$ cat src/rtl/i2s_pkg.sv
// i2s_pkg: shared state/mode types and default widths for the I2S receiver.
package i2s_pkg;
    typedef enum logic [1:0] {IDLE, SHIFT, PAD} i2s_state_t;
    typedef enum logic {I2S_STD, I2S_LJ} i2s_mode_t;
    localparam int I2S_DATA_W = 24;
    localparam int I2S_SLOT_W = 32;
endpackage

$ cat src/rtl/i2s_sync_edge.sv
// i2s_sync_edge: multi-flop synchroniser with a registered level and rise strobe.
module i2s_sync_edge
    import i2s_pkg::*;
#(
    parameter int STAGES = 2
) (
    input  logic clk,
    input  logic rst,
    input  logic d,
    output logic level,
    output logic rise
);
    logic [STAGES-1:0] sync;

    // level is delayed one extra flop so it stays aligned with the registered rise strobe
    always_ff @(posedge clk or posedge rst)
        if (rst) begin
            sync  <= '0;
            level <= 1'b0;
            rise  <= 1'b0;
        end else begin
            sync  <= {sync[STAGES-2:0], d};
            level <= sync[STAGES-1];
            rise  <= sync[STAGES-1] & ~level;
        end
endmodule

$ cat src/rtl/i2s_stereo_receiver.sv
// i2s_stereo_receiver: oversampling I2S / left-justified stereo deserialiser
// with paired-sample valid pulse and short/long slot error detection.
module i2s_stereo_receiver
    import i2s_pkg::*;
#(
    parameter int DATA_W      = I2S_DATA_W,
    parameter int SLOT_W      = I2S_SLOT_W,
    parameter int SYNC_STAGES = 2
) (
    input  logic              mclk,
    input  logic              rst,
    input  logic              sclk,
    input  logic              lrclk,
    input  logic              sdin,
    input  logic              mode_lj,
    output logic [DATA_W-1:0] left_data,
    output logic [DATA_W-1:0] right_data,
    output logic              dvalid,
    output logic              frame_err
);
    localparam int CW = $clog2(SLOT_W + 2);

    logic              bit_ev, lr, sd, lr_prev, chan, left_ok;
    logic [2:0]        unused_sig;
    logic              lr_edge, start_lj, last, done, start;
    logic [CW-1:0]     cnt;
    logic [DATA_W-1:0] shreg, sh_nxt;
    logic [DATA_W:0]   cat;
    i2s_mode_t         mode_q;
    i2s_state_t        state;

    i2s_sync_edge #(.STAGES(SYNC_STAGES)) u_sclk (
        .clk(mclk), .rst(rst), .d(sclk), .level(unused_sig[0]), .rise(bit_ev));
    i2s_sync_edge #(.STAGES(SYNC_STAGES)) u_lrclk (
        .clk(mclk), .rst(rst), .d(lrclk), .level(lr), .rise(unused_sig[1]));
    i2s_sync_edge #(.STAGES(SYNC_STAGES)) u_sdin (
        .clk(mclk), .rst(rst), .d(sdin), .level(sd), .rise(unused_sig[2]));

    assign cat      = {shreg, sd};
    assign sh_nxt   = cat[DATA_W-1:0];
    assign lr_edge  = lr ^ lr_prev;
    assign start_lj = lr ? (mode_q == I2S_LJ) : mode_lj;
    assign last     = cnt == CW'(DATA_W - 1);
    // in I2S the previous word's LSB rides on the next slot's edge event
    assign done     = bit_ev && state == SHIFT && last && !(lr_edge && mode_q == I2S_LJ);
    assign start    = bit_ev && lr_edge && (state != IDLE || !lr);

    always_ff @(posedge mclk or posedge rst)
        if (rst) begin
            state      <= IDLE;
            left_data  <= '0;
            right_data <= '0;
            dvalid     <= 1'b0;
            frame_err  <= 1'b0;
            left_ok    <= 1'b0;
            lr_prev    <= 1'b0;
            chan       <= 1'b0;
            mode_q     <= I2S_STD;
            cnt        <= '0;
            shreg      <= '0;
        end else begin
            dvalid    <= 1'b0;
            frame_err <= 1'b0;
            if (bit_ev)
                lr_prev <= lr;
            if (done) begin
                if (chan) begin
                    right_data <= sh_nxt;
                    dvalid     <= left_ok;
                end else begin
                    left_data <= sh_nxt;
                    left_ok   <= 1'b1;
                end
            end
            if (start) begin
                frame_err <= state == SHIFT && !done;
                state     <= SHIFT;
                chan      <= lr;
                cnt       <= start_lj ? CW'(1) : '0;
                shreg     <= sh_nxt;
                if (!lr) begin
                    mode_q  <= i2s_mode_t'(mode_lj);
                    left_ok <= 1'b0;
                end
            end else if (bit_ev && state == SHIFT) begin
                shreg <= sh_nxt;
                cnt   <= cnt + CW'(1);
                if (last)
                    state <= PAD;
            end else if (bit_ev && state == PAD) begin
                if (cnt == CW'(SLOT_W + 1)) begin
                    frame_err <= 1'b1;
                    left_ok   <= 1'b0;
                    state     <= IDLE;
                end else if (cnt != '1)
                    cnt <= cnt + CW'(1);
            end
        end
endmodule

$ cat config.mk
export PLATFORM = sky130hd
export DESIGN_NAME = i2s_stereo_receiver
export DESIGN_NICKNAME = d
export VERILOG_FILES = /design/src/rtl/i2s_pkg.sv /design/src/rtl/i2s_sync_edge.sv /design/src/rtl/i2s_stereo_receiver.sv
export SDC_FILE = /design/constraint.sdc
export NUM_CORES = 1
export LEC_CHECK = 0
export ABC_AREA = 1
export CORE_MARGIN = 5
export CORE_UTILIZATION = 58
export CTS_BUF_LIST = sky130_fd_sc_hd__clkbuf_8 sky130_fd_sc_hd__clkbuf_16
export CTS_CLUSTER_DIAMETER = 150
export DETAILED_ROUTE_END_ITERATION = 7
export PLACE_DENSITY = 0.93
export REMOVE_ABC_BUFFERS = 1
export SYNTH_ARGS = -nofsm -noshare
export SYNTH_HDL_FRONTEND = slang
export SYNTH_SLANG_ARGS = --single-unit
$ cat constraint.sdc
create_clock -name mclk -period 5.3 [get_ports mclk]
set_clock_uncertainty 0.2 [all_clocks]
set_input_delay 1.325 -clock mclk [delete_from_list [all_inputs] [get_ports mclk]]
set_output_delay 1.325 -clock mclk [all_outputs]
set_load 0.01 [all_outputs]
Word level (Yosys, flattened, before mapping)
Cells that the tools add are included.

storage, ports and cells
  output and inout bits = 50
  bits in registers = 95
  word-level logic and storage cells = 78
  input port bits = 6

operators by class
  bitwise gates (word level) = 4
  mux-type cells = 27
  reductions and logical operators = 21
  $add $sub $neg = 1
  eq/ne operators = 7

operators with widths
  kind                                                                    number
  23-bit 2-to-1 mux                                                       2
  6-bit 2-to-1 mux                                                        5
  1-bit 2-to-1 mux                                                        15
  2-bit 2-to-1 mux                                                        5
  3-bit nonzero test                                                      3
  1-bit logical AND                                                       8
  6-bit by 1-bit adder with 6-bit output (second input constant)          1
  6-bit by 5-bit equality test with 1-bit output (second input constant)  1
  6-bit equality test (second input constant)                             1
  3-bit inequality test (second input constant)                           2
  6-bit inequality test (second input constant)                           1
  3-bit AND reduction                                                     2
  2-bit AND reduction                                                     2
  2-bit nonzero test                                                      2
  1-bit zero test                                                         3
  2-bit by 1-bit equality test with 1-bit output (second input constant)  1
  2-bit equality test (second input constant)                             1
  1-bit inverter                                                          2
  1-bit AND                                                               1
  1-bit logical OR                                                        1
  1-bit bitwise XOR                                                       1

Longest topological paths before layout
  depth after elaboration = 9
  depth in mapped cells = 9
  depth with buffers taken out = 8

Modules after synthesis
From an unflattened synthesis, not the netlist that was laid out.

second synthesis, totals
  cells, all modules = 394
  area total of the unflattened synthesis = 3837.4 µm²

by module, submodules not included
  module               times used  seq. area each (µm²)  area an instance (µm²)  cells an instance
  i2s_stereo_receiver  1           2127.0                3495.9                  373
  i2s_sync_edge        3           100.1                 113.9                   7

Least setup slack after synthesis
No wires, ideal clock.

  path type = input to register
  start point = input mode_lj
  end point = register cnt[0]
  library setup time = 0.118 ns
  data required time = 4.982 ns
  path buffers = 0
  setup slack = 3.354 ns
  arrival = 1.628 ns
  cell stages on the path = 6
  cell sequence = nand2_1 > o21ai_0 > nand2_1 > nand2_1 > nand2_1 > nand2_1

between the ends
  cells in the longest elaborated chain, start to end = 3

ends and longest elaborated chain
  element               RTL line                   source
  from (decl)           i2s_stereo_receiver.sv:15  input logic mode_lj,
  1-bit 2-to-1 mux      n/a
  1-bit 2-to-1 mux      i2s_stereo_receiver.sv:79  cnt <= start_lj ? CW'(1) : '0;
  6-bit 2-to-1 mux      i2s_stereo_receiver.sv:75  if (start) begin
  to (signal assigned)  i2s_stereo_receiver.sv:79
  to (signal assigned)  i2s_stereo_receiver.sv:87  cnt <= cnt + CW'(1);
  to (signal assigned)  i2s_stereo_receiver.sv:96  cnt <= cnt + CW'(1);
  to (decl)             i2s_stereo_receiver.sv:26  logic [CW-1:0] cnt;

No other way between the ends.
A chain may end at the register's enable or synchronous reset.

Final worst setup path
  start point = register right_data[0]
  end point = output right_data[0]

RTL lines
  element                 RTL line                   source
  from (decl)             i2s_stereo_receiver.sv:17  output logic [DATA_W-1:0] right_data,
  from (signal assigned)  i2s_stereo_receiver.sv:68  right_data <= sh_nxt;

No word-level cell between the ends.

==> results.rst <==
.. list-table::
   :header-rows: 1

   * - Metric
     - Value
   * - Half-perimeter wire length after placement
     - 5150 um
   * - Number of setup violations in the final report
     - 0
   * - Number of cells in the finished layout apart from fillers
     - 577
   * - Largest vdd supply drop
     - approximately 0.28 mV
   * - Area of the mapped netlist
     - approximately 4000 um^2
   * - Post-detailed-route count of antenna-violating nets
     - 0
   * - Area taken by flip-flops and latches
     - about 2400 um^2
   * - Largest fanout of any net on the critical path
     - 2
   * - End point of the critical path
     - right_data[0]
   * - Die boundary height
     - 92.4 um
   * - Buffer type at the clock tree root
     - clkbuf_8
   * - Power per cell area
     - ~330 nW/um^2
   * - Vias per std cell
     - 5.10
   * - Data arrival time of the critical path
     - about 1.3 ns
   * - DR pass1 iterations
     - 4
   * - Path type of the worst min-delay path
     - reg2reg
   * - Startpoint types
     - register
   * - Wire length of the first global-routing pass
     - between 10000 and 15000 um
   * - Share of synthesized registers carrying an async set or reset
     - between 90% and 100%
   * - Synth area leaders
     - dfrtp_1, nand2_1, buf_6, nand3_1, inv_1
   * - Fraction of final layout cells with drive strength greater than 1
     - between 7 and 8%
   * - Initial Utilization
     - roughly three fifths
   * - Clock-pin slew reported for the worst setup and hold paths after clock tree synthesis
     - about 0.090 ns
   * - Setup TNS
     - 0 ns
   * - Cell type of the slowest stage on the worst timing path
     - clkdlybuf4s50_1
   * - Family with the most delay on the worst path
     - buffers and inverters
   * - Post-cts sizing count
     - 0
   * - CTS tree
     - done
   * - Maximum operating frequency
     - between 300 and 400 MHz
   * - Number of sinks driven by the clock tree
     - 95
   * - Required arrival time at the worst endpoint
     - 3.77 ns
   * - Initial antenna violation count
     - 0
   * - # IOs
     - 56
   * - Worst path cell trace
     - clkdlybuf4s50_1
   * - Worst-skew pair later-pin latency
     - between 0.3 and 0.4 ns
   * - DRC marker count from the first detailed-route iteration
     - 251
   * - Core Box Area
     - between 6000 and 7000 um^2
   * - Placed Cells incl. Taps
     - 561
   * - Number of buffers on the longest clock path
     - 2
   * - Number of fill cells
     - 508
   * - Final period demand of the worst path
     - roughly 2.8 ns
   * - Type of destination of the critical path
     - output port
   * - Final hold viol count
     - 0
   * - Cell Rows
     - 30
   * - Number of DRC violations after detailed routing
     - 0
   * - Top cell type by total area after synthesis
     - dfrtp_1
   * - Most common cell in the synthesized netlist
     - nand2_1
   * - Via count of the first global-routing pass
     - between 2000 and 3000
   * - Synth-to-layout area growth
     - 17.6%
   * - CTS Hold Buffers Added
     - 0
   * - Instance count along the most critical hold path
     - 0
   * - Die Width
     - ~90 um
   * - Most used DFF post-synth
     - dfrtp_1
   * - Synth top area share
     - about three fifths
   * - Gpl congestion
     - approximately 0.86
   * - Leak
     - about 2.5 nW
   * - Number of post-CTS setup repair buffers
     - 0
   * - Crit Reg-Reg Startpoint
     - cnt[0]
   * - Seq/Total Area, Yosys
     - between 60% and 70%
   * - Die area
     - roughly 8500 um^2
   * - CP max stage delay
     - ~0.55 ns
   * - Worst R2R End
     - left_data[17]
   * - Critical path startpoint
     - right_data[0]
   * - Multi-input gate area
     - between 1000 and 1500 um^2
   * - WL/cell
     - 13.5 um
   * - Number of synthesized flops with an enable pin
     - 0
   * - Final worst path period share
     - between 50% and 60%
   * - # Max-Cap Violations
     - 0
   * - Maximum number of pins on one net before global-route repair
     - 96
   * - Outcome
     - complete, no violations
   * - Buf+Inv Stages, Crit Path
     - 1
   * - Sum of routed wire length over all layers
     - between 7000 and 8000 um
   * - Most used standard cells in the synthesized netlist
     - nand2_1, dfrtp_1, inv_1, nand3_1, nor2_1
   * - Global routing usage summed across all routing layers
     - 19.4%
   * - Synthesis-stage register bit count
     - 95
   * - Final global-route overflow total
     - 0
   * - Unrepaired setup endpoints after global routing
     - false
   * - Synthesis Warnings
     - 0
   * - Total number of nets in the final design
     - 500
   * - Syn Inst Count
     - 439
   * - Total via count in the routed design
     - between 2000 and 3000
   * - # diodes
     - 0
   * - H-tree lvl count
     - 3
   * - I/O Buffers
     - 55
   * - Synth cell types
     - 22
   * - Per-instance average area after synthesis
     - 8.96 um^2
   * - Final Max Slew Viols
     - 0
   * - Minimum setup slack among reg-to-reg paths
     - roughly 3.1 ns
   * - WP depth
     - 1
   * - Number of CTS-inserted buffers
     - 9
   * - Worst r2r path cells
     - 7
   * - Min-Delay Startpoint
     - u_sclk.sync[0]
   * - Actual slew at the worst max-slew pin
     - around 1.1 ns
   * - Max transition margin
     - between 20% and 30%
   * - Category of the most critical setup path
     - reg2out
-- per-layer routing --
layer	share of wire, %	vias up	GRT usage, %
met5	0	-	0
met4	1.5	0	8.04
met3	5.7	12	3.17
met2	51	79	33.5
met1	42	1400	24.4
li1	-	1450	-
-- kinds of logic after synthesis --
logic type | synth area share [%]
AO/OA/AOI/OAI | 0.795
XOR/XNOR | 0.668
adder cells (fa/ha/maj) | 0.636
buffers and inverters | 5.53
flip-flops | 60.4
AND/OR/NAND/NOR | 31.9
-- registers in the layout, indices dropped and copies added (netlist names) --
signal,flops
shreg,23
u_sclk.sync,2
chan,1
frame_err,1
right_data,24
left_data,24
lr_prev,1
u_lrclk.level,1
dvalid,1
u_sclk.rise,1
left_ok,1
u_sdin.level,1
u_sclk.level,1
mode_q,1
u_lrclk.sync,2
u_sdin.sync,2
cnt,6
state,2
-- layout by cell type (no fill, tap or decap), drive strengths merged --
cell,count
clkdlybuf4s50,55
a21oi,1
dfrtp,95
nor3,1
inv,22
clkinv,4
xnor2,1
o21ai,4
nand2,255
ha,2
xor2,2
nand3,20
buf,1
o22ai,1
clkbuf,9
nor2,19
clkinvlp,2
nand4,3
-- how the worst min path moves through the flow --
stage / end / slack [ns]
global route: u_sclk.sync[1] / 0.16
detailed placement: u_sclk.sync[1] / 0.13
floorplan: u_lrclk.level / 0.13
global placement: u_lrclk.level / 0.13
CTS: u_sclk.sync[1] / 0.16
finish: u_sclk.sync[1] / 0.15
-- worst register-to-register path, cell delays in order, from the launching register on --
cell and delay [ns]:
dfrtp_1 0.46, ha_1 0.27, nand3_2 0.15, nor2_2 0.19, nand3_4 0.13, nor2_4 0.49, nand2_1 0.13, nand2_1 0.12
-- power by group --
group / switching, mW / total [mW] / internal (mW) / leakage [nW]
Combinational: 0.126 / 0.197 / 0.0707 / 1.10
Clock: 0.254 / 0.424 / 0.170 / 0.0854
Sequential: 0.0949 / 0.900 / 0.806 / 1.28
-- layout make-up --
cell class	count	share of cell area (%)
Multi-Input combinational cell	309	28.9
Tap cell	80	2.16
Inverter	21	1.76
Clock inverter	7	1.03
Clock buffer	9	2.68
Sequential cell	95	51.4
Timing Repair Buffer	56	12.1
-- through the flow --
stage / power, mW / setup slack (ns) / hold WS (ns) / util [%] / cell area [um^2]
6_report: 1.52 / 2.49 / 0.154 / 69.3 / 4630
5_1_grt: 1.60 / 2.44 / 0.163 / 69.3 / 4630
4_1_cts: 1.53 / 2.48 / 0.156 / 69.3 / 4630
3_5_place_dp: 1.11 / 2.36 / 0.135 / 66.7 / 4460
3_3_place_gp: 1.09 / 2.38 / 0.133 / 66.7 / 4460
2_1_floorplan: 1.04 / 1.30 / 0.131 / - / 3790
Note: power is estimated with default switching activity, not from simulation.
